File: config.mk
export PLATFORM = sky130hd
export DESIGN_NAME = sr_bank_sched_flat
export DESIGN_NICKNAME = d
export VERILOG_FILES = /design/src/rtl/sr_bank_sched_pkg.sv /design/src/rtl/sr_bank_sched_if.sv /design/src/rtl/sr_bank_sched_rr_arbiter.sv /design/src/rtl/sr_bank_sched.sv /design/src/flat_wrapper.sv
export SDC_FILE = /design/constraint.sdc
export NUM_CORES = 1
export LEC_CHECK = 0
export BUFFER_PORTS_ARGS = -buffer_cell sky130_fd_sc_hd__buf_2
export CAP_MARGIN = 40
export CORE_MARGIN = 5
export CORE_UTILIZATION = 54
export CTS_CLUSTER_SIZE = 8
export DETAILED_ROUTE_END_ITERATION = 16
export PLACE_DENSITY = 0.8
export REMOVE_ABC_BUFFERS = 1
export SLEW_MARGIN = 10
export SYNTH_ARGS = -nofsm -noshare
export SYNTH_HDL_FRONTEND = slang
export SYNTH_SLANG_ARGS = --single-unit
File: constraint.sdc
create_clock -name clk -period 4.5 [get_ports clk]
set_input_delay 0.225 -clock clk [delete_from_list [all_inputs] [get_ports clk]]
set_output_delay 0.225 -clock clk [all_outputs]
set_load 0.005 [all_outputs]
File: src/rtl/sr_bank_sched_pkg.sv
// Shared encodings for the SR bank sequencer: requester op codes,
// per-bit {s,r} drive codes and the sequencer state set.
package sr_ctrl_pkg;

  typedef enum logic [1:0] {
    OP_ILL = 2'b00,
    OP_SET = 2'b01,
    OP_CLR = 2'b10,
    OP_TGL = 2'b11
  } op_e;

  // {s,r} codes; 2'b00 is the undefined SR input and is never driven
  localparam logic [1:0] SR_SET  = 2'b10;
  localparam logic [1:0] SR_CLR  = 2'b01;
  localparam logic [1:0] SR_HOLD = 2'b11;

  typedef enum logic [1:0] {
    ST_IDLE,
    ST_APPLY,
    ST_VERIFY,
    ST_CLEAR
  } state_e;

endpackage

File: src/rtl/sr_bank_sched_if.sv
// Requester-side handshake bundle: per-requester request level, op and
// target index, returned one-hot ack with its error flag.
interface sr_bank_sched_if #(
  parameter int NREQ  = 4,
  parameter int NBITS = 8
);
  localparam int IDXW = $clog2(NBITS);

  logic [NREQ-1:0]      req;
  logic [2*NREQ-1:0]    req_op;
  logic [IDXW*NREQ-1:0] req_idx;
  logic [NREQ-1:0]      ack;
  logic                 ack_err;

  modport master (output req, req_op, req_idx, input ack, ack_err);
  modport slave  (input req, req_op, req_idx, output ack, ack_err);
endinterface

File: src/rtl/sr_bank_sched_rr_arbiter.sv
// Combinational round-robin pick: first active request at or after ptr,
// wrapping modulo NREQ. Returns one-hot grant plus the winner index.
module rr_arbiter #(
  parameter int NREQ = 4
) (
  input  logic [NREQ-1:0]         req,
  input  logic [$clog2(NREQ)-1:0] ptr,
  output logic [NREQ-1:0]         gnt,
  output logic [$clog2(NREQ)-1:0] win,
  output logic                    any
);
  localparam int PTRW = $clog2(NREQ);

  // scan requesters starting at the pointer, first hit wins
  always_comb begin
    int unsigned c;
    c   = 0;
    gnt = '0;
    win = '0;
    any = 1'b0;
    for (int unsigned i = 0; i < NREQ; i++) begin
      c = (32'(ptr) + i) % NREQ;
      if (!any && req[c]) begin
        any    = 1'b1;
        gnt[c] = 1'b1;
        win    = PTRW'(c);
      end
    end
  end

endmodule

File: src/rtl/sr_bank_sched.sv
// Sequencer for a shared SR flop bank: arbitrates requesters round-robin,
// drives a one-cycle {s,r} code on the target bit, verifies q read-back
// and acknowledges. All bits not being written sit at the HOLD code.
module sr_bank_sched
  import sr_ctrl_pkg::*;
#(
  parameter int NREQ  = 4,
  parameter int NBITS = 8
) (
  input  logic             clk,
  input  logic             rst,
  input  logic             clr_all,
  sr_bank_sched_if.slave   bus,
  output logic [NBITS-1:0] s_out,
  output logic [NBITS-1:0] r_out,
  output logic             bank_rstn,
  input  logic [NBITS-1:0] q_in,
  output logic             busy
);
  localparam int IDXW = $clog2(NBITS);
  localparam int PTRW = $clog2(NREQ);

  state_e            state;
  logic [PTRW-1:0]   ptr;
  logic [PTRW-1:0]   win_q;
  logic [NREQ-1:0]   gnt_q;
  logic [IDXW-1:0]   idx_q;
  logic              exp_q;
  logic              err_q;

  logic [NREQ-1:0]   gnt;
  logic [PTRW-1:0]   win;
  logic              any;
  op_e               win_op;
  logic [IDXW-1:0]   win_idx;
  logic              idx_bad;
  logic              cur_q;
  logic              rb;

  rr_arbiter #(.NREQ(NREQ)) u_arb (
    .req (bus.req),
    .ptr (ptr),
    .gnt (gnt),
    .win (win),
    .any (any)
  );

  // decode the winning requester's op/idx and the current bank value
  always_comb begin
    win_op  = op_e'(bus.req_op[32'(win)*2 +: 2]);
    win_idx = bus.req_idx[32'(win)*IDXW +: IDXW];
    idx_bad = (32'(win_idx) >= NBITS);
    cur_q   = idx_bad ? 1'b0 : q_in[win_idx];
    rb      = (32'(idx_q) < NBITS) ? q_in[idx_q] : 1'b0;
  end

  // sequencer FSM with registered bank codes and ack
  // The APPLY code is registered at the IDLE->APPLY edge, so toggle
  // direction comes from q_in on that edge; the bank is in HOLD through
  // IDLE, so this is the same value q_in shows during APPLY.
  always_ff @(posedge clk) begin
    if (rst) begin
      state     <= ST_IDLE;
      ptr       <= '0;
      win_q     <= '0;
      gnt_q     <= '0;
      idx_q     <= '0;
      exp_q     <= 1'b0;
      err_q     <= 1'b0;
      bus.ack   <= '0;
      s_out     <= '1;
      r_out     <= '1;
      bank_rstn <= 1'b0;
    end else begin
      bank_rstn <= 1'b1;
      s_out     <= '1;
      r_out     <= '1;
      bus.ack   <= '0;
      case (state)
        ST_IDLE: begin
          if (clr_all) begin
            s_out <= '0;
            state <= ST_CLEAR;
          end else if (any) begin
            gnt_q <= gnt;
            win_q <= win;
            idx_q <= win_idx;
            err_q <= 1'b0;
            if (win_op == OP_ILL || idx_bad) begin
              err_q   <= 1'b1;
              bus.ack <= gnt;
              state   <= ST_VERIFY;
            end else begin
              state <= ST_APPLY;
              case (win_op)
                OP_SET: begin
                  {s_out[win_idx], r_out[win_idx]} <= SR_SET;
                  exp_q <= 1'b1;
                end
                OP_CLR: begin
                  {s_out[win_idx], r_out[win_idx]} <= SR_CLR;
                  exp_q <= 1'b0;
                end
                OP_TGL: begin
                  {s_out[win_idx], r_out[win_idx]} <= cur_q ? SR_CLR : SR_SET;
                  exp_q <= ~cur_q;
                end
                default: begin
                  {s_out[win_idx], r_out[win_idx]} <= SR_HOLD;
                end
              endcase
            end
          end
        end
        ST_APPLY: begin
          bus.ack <= gnt_q;
          state   <= ST_VERIFY;
        end
        ST_VERIFY: begin
          ptr   <= (win_q == PTRW'(NREQ-1)) ? '0 : win_q + PTRW'(1);
          state <= ST_IDLE;
        end
        ST_CLEAR: begin
          state <= ST_IDLE;
        end
        default: begin
          state <= ST_IDLE;
        end
      endcase
    end
  end

  // read-back compare is evaluated against the bank value seen during VERIFY
  assign bus.ack_err = (state == ST_VERIFY) && (err_q || (rb != exp_q));
  assign busy        = (state != ST_IDLE);

endmodule

File: src/flat_wrapper.sv
// flat-port wrapper written by rule: the top's interface ports become plain ports
module sr_bank_sched_flat import sr_ctrl_pkg::*;
#(
  parameter int NREQ  = 4,
  parameter int NBITS = 8
)
  (clk, rst, clr_all, s_out, r_out, bank_rstn, q_in, busy, bus_req, bus_req_op, bus_req_idx, bus_ack, bus_ack_err);
  sr_bank_sched_if #(.NREQ(NREQ), .NBITS(NBITS)) bus_i ();
  input  logic clk;
  input  logic rst;
  input  logic clr_all;
  output logic [NBITS-1:0] s_out;
  output logic [NBITS-1:0] r_out;
  output logic bank_rstn;
  input  logic [NBITS-1:0] q_in;
  output logic busy;
  input wire logic [$bits(bus_i.req)-1:0] bus_req;
  input wire logic [$bits(bus_i.req_op)-1:0] bus_req_op;
  input wire logic [$bits(bus_i.req_idx)-1:0] bus_req_idx;
  output wire logic [$bits(bus_i.ack)-1:0] bus_ack;
  output wire logic [$bits(bus_i.ack_err)-1:0] bus_ack_err;
  assign bus_i.req = bus_req;
  assign bus_i.req_op = bus_req_op;
  assign bus_i.req_idx = bus_req_idx;
  assign bus_ack = bus_i.ack;
  assign bus_ack_err = bus_i.ack_err;
  sr_bank_sched #(.NREQ(NREQ), .NBITS(NBITS)) u_core (.clk(clk), .rst(rst), .clr_all(clr_all), .bus(bus_i), .s_out(s_out), .r_out(r_out), .bank_rstn(bank_rstn), .q_in(q_in), .busy(busy));
endmodule
* After elaboration in Yosys (flattened, before gate mapping)
Index checks and enable logic that the tools add are counted.
** Operators by class
- $add $sub $neg :: 4
- Multiply operators :: 1
- Magnitude comparators :: 11
- Equality and inequality tests :: 9
- Shifts and indexed selects :: 2
- Multiplexer cells :: 52
- Bitwise gates (word level) :: 11
- Reductions and logical operators :: 22
** Operators by type and width (number)
- case mux 8 bit (2 select lines) :: 2
- 2-to-1 mux 4 bit :: 7
- 2-to-1 mux 8 bit :: 3
- 2-to-1 mux 2 bit :: 9
- 2-to-1 mux 1 bit :: 17
- bitwise OR 8 bit :: 2
- < comparator 2 x 3 -> 1 bit, second input constant :: 4
- bitwise OR 4 bit :: 3
- variable part select 12 x 5 -> 3 bit :: 1
- == test 2 bit, second input constant :: 5
- logical AND 1 bit :: 9
- binary-select mux 1 bit (select 2 bit) :: 4
- demux 1 bit (select 2 bit) :: 4
- >= comparator 2 x 1 -> 1 bit, second input constant :: 4
- < comparator 3 x 4 -> 1 bit, second input constant :: 2
- inverter 8 bit :: 1
- case mux 4 bit (2 select lines) :: 1
- variable part select 8 x 4 -> 2 bit :: 1
- binary-select mux 1 bit (select 3 bit) :: 2
- case mux 2 bit (3 select lines) :: 1
- inverter 1 bit :: 5
- AND reduction 5 bit :: 1
- OR reduction 5 bit :: 1
- adder 2 x 1 -> 2 bit, second input constant :: 2
- 15 further kinds :: 21
** Word-level totals
- Register bits after elaboration :: 36
- Output and inout bits :: 23
- Word-level logic and storage cells :: 123

* Depth between registers and ports, before layout
Gate-level depths: netlist of the first run.
- Word-level depth :: 24
- Gate-level depth with buffers :: 17
- Depth with buffers taken out :: 11

* By module
A second synthesis of the first run with hierarchy kept.
** Second synthesis, totals
- Cells, all modules :: 205
- Area, all modules :: 2018.2 µm²
** Modules (own cells, without submodules)
- sr_bank_sched :: times used 1, cells an instance 160, area an instance 1596.5 µm²
- rr_arbiter :: times used 1, cells an instance 45, area an instance 421.7 µm²

* Worst setup path before layout of the first run
Ideal clock, no wire load.
- Path kind :: register -> register
- From :: reg u_core.ptr[0]
- To :: reg u_core.exp_q
- Library setup time :: 0.114 ns
- Arrival :: 3.768 ns
- Slack :: 0.618 ns
- Stages on the path, launching flop included :: 17
- Path buffers :: 5
- Cells stage by stage :: dfxtp_1 > buf_2 > inv_1 > buf_2 > ha_1 > buf_4 > mux2i_1 > mux2_2 > and2_1 > buf_4 > o31ai_1 > a211o_1 > a31oi_1 > a211oi_1 > or4_4 > buf_6 > a21bo_1
** Between the ends
- Word-level cells in the longest chain between the ends :: 18
** Ends and longest elaborated chain
- start, declared :: line sr_bank_sched.sv:24 : logic [PTRW-1:0] ptr;
- start signal, assigned :: line sr_bank_sched.sv:120 : ptr <= (win_q == PTRW'(NREQ-1)) ? '0 : win_q + PTRW'(1);
- parallel branches: the longest is 18 deep, another holds multiplier 2 x 2 -> 4 bit
- end signal, assigned :: line sr_bank_sched.sv:106 : exp_q <= ~cur_q;
- end, declared :: line sr_bank_sched.sv:28 : logic exp_q;
Parallel ways; which one is timed is not known. The select of a mux whose other input is x is not followed.
A chain may end at the register's enable or synchronous reset.

* Final worst setup path of the first run
- From :: reg u_core.ptr[1]
- To :: reg u_core.exp_q
The elaborated chain is that of the path after synthesis.

==> results of run 1 <==
[worst min path at each step]
| stage | start | slack (ps) | depth (start not counted) | end |
|---|---|---|---|---|
| after floorplan | rst | 290 | 1 | u_core.gnt_q[0] |
| after global placement | u_core.gnt_q[1] | 440 | 2 | u_core.gnt_q[1] |
| after detailed placement | u_core.gnt_q[3] | 450 | 2 | u_core.gnt_q[3] |
| after CTS | clr_all | 210 | 2 | u_core.state[0] |
| after global routing | clr_all | 210 | 2 | u_core.state[0] |
| final | clr_all | 210 | 2 | u_core.state[0] |
[critical path: stages, from the launching register on]
cell and delay [ps]:
dfxtp_1 330, inv_1 110, ha_1 490, mux2i_1 340, mux2_2 270, and2_1 310, o31ai_1 130, a211o_1 370
a31oi_1 440, a211oi_1 170, or4_4 640, a21bo_1 200
[where the power goes]
| group | leakage (uW) | switching [uW] | internal [uW] |
|---|---|---|---|
| Sequential | 0.000295 | 28.0 | 364 |
| Combinational | 0.000789 | 475 | 300 |
| Clock | 0.0000784 | 115 | 277 |
[synthesized netlist by cell type, types with 4 or more instances]
master	n	area share, %
a211oi_1	7	2.2
a21boi_0	4	1.2
a21oi_1	11	2.3
a221o_1	4	1.6
a22oi_1	8	2.5
a31oi_1	10	2.6
buf_2	5	1.0
clkbuf_1	9	1.4
dfxtp_1	36	30
ha_1	9	4.6
inv_1	9	1.4
mux2i_1	14	5.8
mux4_2	5	4.6
nand2_1	20	3.1
nor2_1	30	4.6
nor3_1	9	1.8
o211ai_1	9	2.8
o21ai_0	4	0.82
o21ai_1	4	0.82
[stage by stage]
stage          utilization [%]  power (uW)  hold WS (ps)  setup WS (ps)  cell area, um2
2_1_floorplan                -         958           294            335            2320
6_report                  65.8        1560           212            610            2860
3_3_place_gp              62.1        1140           443            828            2710
4_1_cts                   65.8        1550           211            667            2860
3_5_place_dp              62.1        1160           450            665            2710
5_1_grt                   65.8        1660           215            395            2860
[state kept, by name, summed over array words and instances (netlist names)]
register	count
u_core.ptr	2
u_core.idx_q	3
u_core.s_out	8
u_core.err_q	1
u_core.bank_rstn	1
u_core.state	2
u_core.win_q	2
u_core.r_out	8
u_core.bus.ack	4
u_core.gnt_q	4
u_core.exp_q	1
[layer usage]
metal	up-vias	global-route usage, %	part of all wire, %
met4	0	8.59	2.0
met3	16	4.68	6.0
met2	79	34.8	49
li1	1127	-	-
met5	-	0	0
met1	1069	26.4	43
[cell type report]
type,count,share of cell area [%]
multi-input cells,207,54.6
flip-flops and latches,36,25.2
repair buffers,62,11.3
clock inverters,3,3.15
clock buffers,5,2.40
well taps,52,2.27
inverters,9,1.18
[cell families (layout without fill, tap and decap cells)]
| logic type | count (synthesis) | in the layout |
|---|---|---|
| AOI/OAI and AO/OA | 88 | 88 |
| xor gates and xnor gates | 1 | 1 |
| adders and majority gates | 9 | 9 |
| buffers and inverters | 30 | 79 |
| DFF | 36 | 36 |
| muxes | 23 | 23 |
| and+or+nand+nor | 86 | 86 |
==> metrics.yaml, run 1 <==
status: "completed"
wl_per_cell_um: 16.5
endpoint: "u_core.exp_q"
die_x_um: 77.2
vias: 2291
place_inst: 366
max-vdd-ir-drop_mv: 0.264
grt_pass1_wl_um: 10500
clk_pin_slew_ps: 70
clock_latency_ps: 290
track_usage_pct: 21.1
root_buffer: "clkbuf_8"
max_freq_ghz: 0.257
r2r_slack_ps: 610
syn_area_um2: 2440
grt_antenna_before_repair: 0
synth_fa_ha_area_share_pct: 4.62
area_growth_syn_to_layout_pct: 17.6
synth-xor-area-share_pct: 0.360
ios: 58
setup_viol: 0
synth_cells: 273
ctsResizeCount: 0
synth_edf_count: 0
rsz0062_at_grt: "no"
crit_fanout: 9
cts_hold_buf: 0
overflow: 0
synth-simple-area-share_pct: 17.0
multiInputGateArea_um2: 1560
clockBufferDepth: 2
yosys_warnings: 0
crit_path_end_kind: "flop"
numCtsBuffers: 5
startpoint: "u_core.ptr[1]"
synth-compound-area-share_pct: 29.8
synth_area_per_cell_um2: 8.92
routabilityCongestion: 0.906
cp_data_required_time_ps: 4690
final.setup.tns_ps: 0
hold_viol: 0
fp.coreArea_um2: 4350
ys_ff_latch: 36
grt_pass1_vias: 2235
antenna_cells: 0
grt_max_degree: 26
place.port_buffers: 57
ys.flop_type: "dfxtp_1"
routed_via_density: 6.13
synth_top_family_by_area: "compound AO/OA/AOI/OAI gates"
skew_ps: 8.44
fin_crit_ps: 3890
start_util_pct: 55.9
route.detailed.drc: 0
start_kind: "flop"
seqCellArea_um2: 721
cts.sink_count: 36
synth.distinct_cells: 61
maxSlewViolCount: 0
stdcell_count: 374
final_common_cell: "buf_2"
worst-slew-pin-transition_ps: 572
fillers: 372
hp-class: "in2reg"
drv_cap: 0
ys_async_sr_fraction_pct: 0
cts_tree: "yes"
drt_iter0_drc: 204
cts-htree-levels: 2
synth_mux_area_share_pct: 12.4
yosysSeqAreaShare_pct: 29.6
postCtsSetupBuffers: 0
path_class: "reg2reg"
timing.rr.end: "u_core.exp_q"
firstDrtPassIters: 5
p_leak_uw: 0.00116
die-area_um2: 5950
postRouteAntennaNets: 0
r2r_cells: 11
power.density_nw_per_um2: 545
r2r_start: "u_core.ptr[1]"
critical_path_arrival_ps: 4080
layout.nets: 365
rows: 24
final_cell_mix: "buf_2 (57), dfxtp_1 (36), nor2_1 (30)"
dp.final_hpwl_um: 4640
slew_headroom_pct: 61.6
finalCritPeriodShare_pct: 86.5
wirelength_um: 6170
layout-drive-gt1-share_pct: 28.9
die_y_um: 77.2
Note: power is estimated with default switching activity, not from simulation.
==> run 2, diff against run 1 <==
Settings changed: CORE_MARGIN 5 to not set.
==> metrics.yaml, run 2 (same netlist as run 1, synthesis figures left out) <==
ctsResizeCount: 0
path_buf_inv: 1
dpl_cell_area_um2: 2720
wl_per_cell_um: 15.3
max-vdd-ir-drop_mv: 0.239
hold_viol: 0
start_util_pct: 55.9
grt_pass1_vias: 2115
holdPathStages: 2
fp.coreArea_um2: 4350
maxSlewViolCount: 0
fillers: 362
final_common_cell: "buf_2"
timing.rr.end: "u_core.exp_q"
clockBufferDepth: 2
clock_latency_ps: 300
p_int_uw: 780
r2r_slack_ps: 720
cts_hold_buf: 0
power_uw: 1390
layout.nets: 367
die-area_um2: 4780
postRouteAntennaNets: 0
p_sw_uw: 610
layout-drive-gt1-share_pct: 29.3
largest_registers: "u_core.r_out (8), u_core.s_out (8)"
grt_pass1_wl_um: 9870
path_class: "reg2reg"
antenna_cells: 0
postCtsSetupBuffers: 0
cts_tree: "yes"
cts.sink_count: 36
crit_path_end_kind: "flop"
final.setup.tns_ps: 0
crit_family: "compound AO/OA/AOI/OAI gates"
combinationalPowerShare_pct: 55.5
slew_headroom_pct: 59.5
grt_max_degree: 26
routabilityCongestion: 0.874
crit_fanout: 9
critical_path_arrival_ps: 3970
swShare_pct: 43.9
numCtsBuffers: 5
holdCritStartpoint: "clr_all"
routed_via_density: 6.14
cp_data_required_time_ps: 4690
multiInputGateArea_um2: 1560
cp_slowest_cell: "or4_4"
vias: 2310
skew_ps: 8.97
crit_chain: "inv_1 > ha_1 > mux2i_1 > mux2_2 > and2_1 > o31ai_1 > a211o_1 > a31oi_1 > a211oi_1 > or4_4 > a21bo_1"
die_x_um: 69.2
root_buffer: "clkbuf_8"
place.port_buffers: 57
overflow: 0
finalCritPeriodShare_pct: 83.9
hp-class: "in2reg"
min_to: "u_core.state[1]"
power_frac_seq_pct: 28.1
r2r_start: "u_core.ptr[1]"
r2r_cells: 11
clk_pin_slew_ps: 70
ios: 58
cts-htree-levels: 2
area_growth_syn_to_layout_pct: 15.3
postLayoutCoreUtil_pct: 64.5
grt_antenna_before_repair: 0
final_cell_mix: "buf_2 (57), dfxtp_1 (36), nor2_1 (30)"
power.density_nw_per_um2: 495
final_area_um2: 2810
rsz0062_at_grt: "no"
setup_viol: 0
max_freq_ghz: 0.265
seqCellArea_um2: 721
clkPwrFrac_pct: 16.4
drv_cap: 0
p_leak_uw: 0.00114
firstDrtPassIters: 4
wirelength_um: 5760
cpPeakStageDelay_ps: 620
rows: 24
drt_iter0_drc: 177
track_usage_pct: 25.4
status: "completed"
die_y_um: 69.2
fin_crit_ps: 3780
route.detailed.drc: 0
dp.final_hpwl_um: 4350
whs_ps: 208
start_kind: "flop"
worst-slew-pin-transition_ps: 606
-- run 2: cell count changes in the layout (fill, tap and decap cells not counted), sizes merged --
cell,change
clkinv,+3
buf,+2
bufinv,-3
-- run 2: power by group through the flow --
stage | Clock [uW] | Sequential, uW | Combinational, uW
final | 228 | 391 | 771
after global routing | 247 | 396 | 847
after CTS | 230 | 391 | 763
after detailed placement | 0 | 398 | 758
after global placement | 0 | 397 | 749
after floorplan | 0 | 407 | 551
-- run 2: routing by layer --
metal | up-vias | wire length, um | track usage (%) | share of wire, %
li1 | 1141 | - | - | -
met1 | 1072 | 2540 | 32.8 | 44
met2 | 86 | 2780 | 41.9 | 48
met3 | 11 | 330 | 4.82 | 5.7
met4 | 0 | 106 | 9.30 | 1.8
met5 | - | 0 | 0 | 0
-- run 2: cell type report --
cell class	instances	area share, %
timing repair buffer	64	12.0
clock inverter	3	0.668
clock buffer	5	2.45
tap	52	2.32
multi-input combinational	207	55.7
sequential	36	25.7
inverter	9	1.20
-- run 2: worst max path at each step --
stage	startpoint	slack, ps	to	cells after the start
after floorplan	u_core.ptr[0]	330	u_core.exp_q	11
after global placement	u_core.ptr[1]	880	u_core.exp_q	11
after detailed placement	u_core.ptr[1]	780	u_core.exp_q	11
after CTS	u_core.ptr[1]	760	u_core.exp_q	11
after global routing	u_core.ptr[1]	520	u_core.s_out[1]	11
final	u_core.ptr[1]	720	u_core.exp_q	11
-- run 2: per-stage QoR --
stage,cells,worst slack (ps)
after floorplan,252,335
after global placement,368,879
after detailed placement,368,778
after CTS,376,764
after global routing,376,525
final,376,725
==> run 3, diff against run 2 <==
Clock period 4.5 ns to 3.8 ns, I/O delays scaled along.
==> metrics.yaml, run 3 (same netlist as run 1, synthesis figures left out) <==
overflow: 0
place.port_buffers: 57
grt_pass1_vias: 2253
rsz0062_at_grt: "no"
final_common_cell: "buf_2"
crit_path_end_kind: "flop"
grt_pass1_wl_um: 9800
layout-drive-gt1-share_pct: 29.7
wl_per_cell_um: 15.2
holdPathStages: 2
routabilityCongestion: 0.920
numCtsBuffers: 5
ios: 58
worst-slew-pin-transition_ps: 578
setup_viol: 0
clk_pin_slew_ps: 70
crit_family: "simple AND/OR/NAND/NOR gates"
final_cell_mix: "buf_2 (57), dfxtp_1 (36), nor2_1 (30)"
crit_fanout: 12
cts.sink_count: 36
maxSlewViolCount: 0
grt_antenna_before_repair: 0
path_depth: 12
cp_slowest_cell: "or4_4"
r2r_slack_ps: 250
drv_cap: 0
start_kind: "flop"
stdcell_count: 379
max-vdd-ir-drop_mv: 0.290
timing.rr.end: "u_core.exp_q"
cp_data_required_time_ps: 3980
start_util_pct: 55.9
clock_latency_ps: 290
fp.coreArea_um2: 4350
rows: 24
crit_chain: "inv_1 > ha_1 > mux2i_1 > mux2_2 > and2_1 > buf_4 > mux2i_1 > o211ai_2 > and2_4 > a211oi_1 > or4_4 > a21bo_1"
final.setup.tns_ps: 0
antenna_cells: 0
max_freq_ghz: 0.281
r2r_cells: 12
skew_ps: 8.55
path_buf_inv: 2
die_y_um: 69.2
status: "completed"
postRouteAntennaNets: 0
p_leak_uw: 0.00116
die_x_um: 69.2
min_to: "u_core.state[1]"
root_buffer: "clkbuf_8"
slew_headroom_pct: 61.1
routed_via_density: 6.17
clockBufferDepth: 2
wirelength_um: 5780
crit_top_cell: "mux2i_1"
cts-htree-levels: 2
grt_max_degree: 26
critical_path_arrival_ps: 3730
cpPeakStageDelay_ps: 620
fin_crit_ps: 3550
largest_registers: "u_core.r_out (8), u_core.s_out (8)"
firstDrtPassIters: 5
r2r_start: "u_core.ptr[0]"
holdCritStartpoint: "clr_all"
drt_iter0_drc: 197
finalCritPeriodShare_pct: 93.5
cts_tree: "yes"
die-area_um2: 4780
hp-class: "in2reg"
route.detailed.drc: 0
ctsResizeCount: 0
cts_hold_buf: 0
power.density_nw_per_um2: 604
hold_viol: 0
path_class: "reg2reg"
track_usage_pct: 25.1
postCtsSetupBuffers: 0
vias: 2340
area_growth_syn_to_layout_pct: 17.0
dp.final_hpwl_um: 4340
layout.nets: 370
place_inst: 371
power_uw: 1720
-- run 3: layer usage --
metal,vias to the layer above,global-route usage (%),part of all wire (%)
met1,1095,29.2,43
met3,12,4.97,5.5
met5,-,0,0
met4,0,12.9,1.8
met2,97,43.3,50
li1,1136,-,-
-- run 3: power breakdown --
group          internal, uW  switching (uW)  leakage (uW)
clock                   195             133     0.0000552
combinational           377             552      0.000812
sequential              431            34.3      0.000295
total                  1000             719       0.00116
-- run 3: layout make-up --
class                      instances  area (um2)
multi-input combinational        207        1560
clock buffer                       6        72.6
timing repair buffer              67         360
tap                               52        65.1
fill                             350        1500
clock inverter                     2        35.0
sequential                        36         721
inverter                           9        33.8
-- run 3: through the flow --
stage	util, %	hold WS [ps]	cell area, um2	worst slack [ps]
floorplan	-	259	2320	-365
global placement	63.0	442	2740	367
detailed placement	63.0	449	2740	331
CTS	65.5	184	2850	291
global route	65.5	199	2850	39.7
finish	65.5	193	2850	246
-- run 3: worst max path at each step --
stage,slack [ps],endpoint,startpoint
floorplan,-370,u_core.exp_q,u_core.ptr[0]
global placement,370,u_core.exp_q,u_core.ptr[0]
detailed placement,330,u_core.s_out[1],u_core.ptr[0]
CTS,290,u_core.s_out[2],u_core.ptr[0]
global route,40,u_core.r_out[0],u_core.ptr[1]
finish,250,u_core.exp_q,u_core.ptr[0]
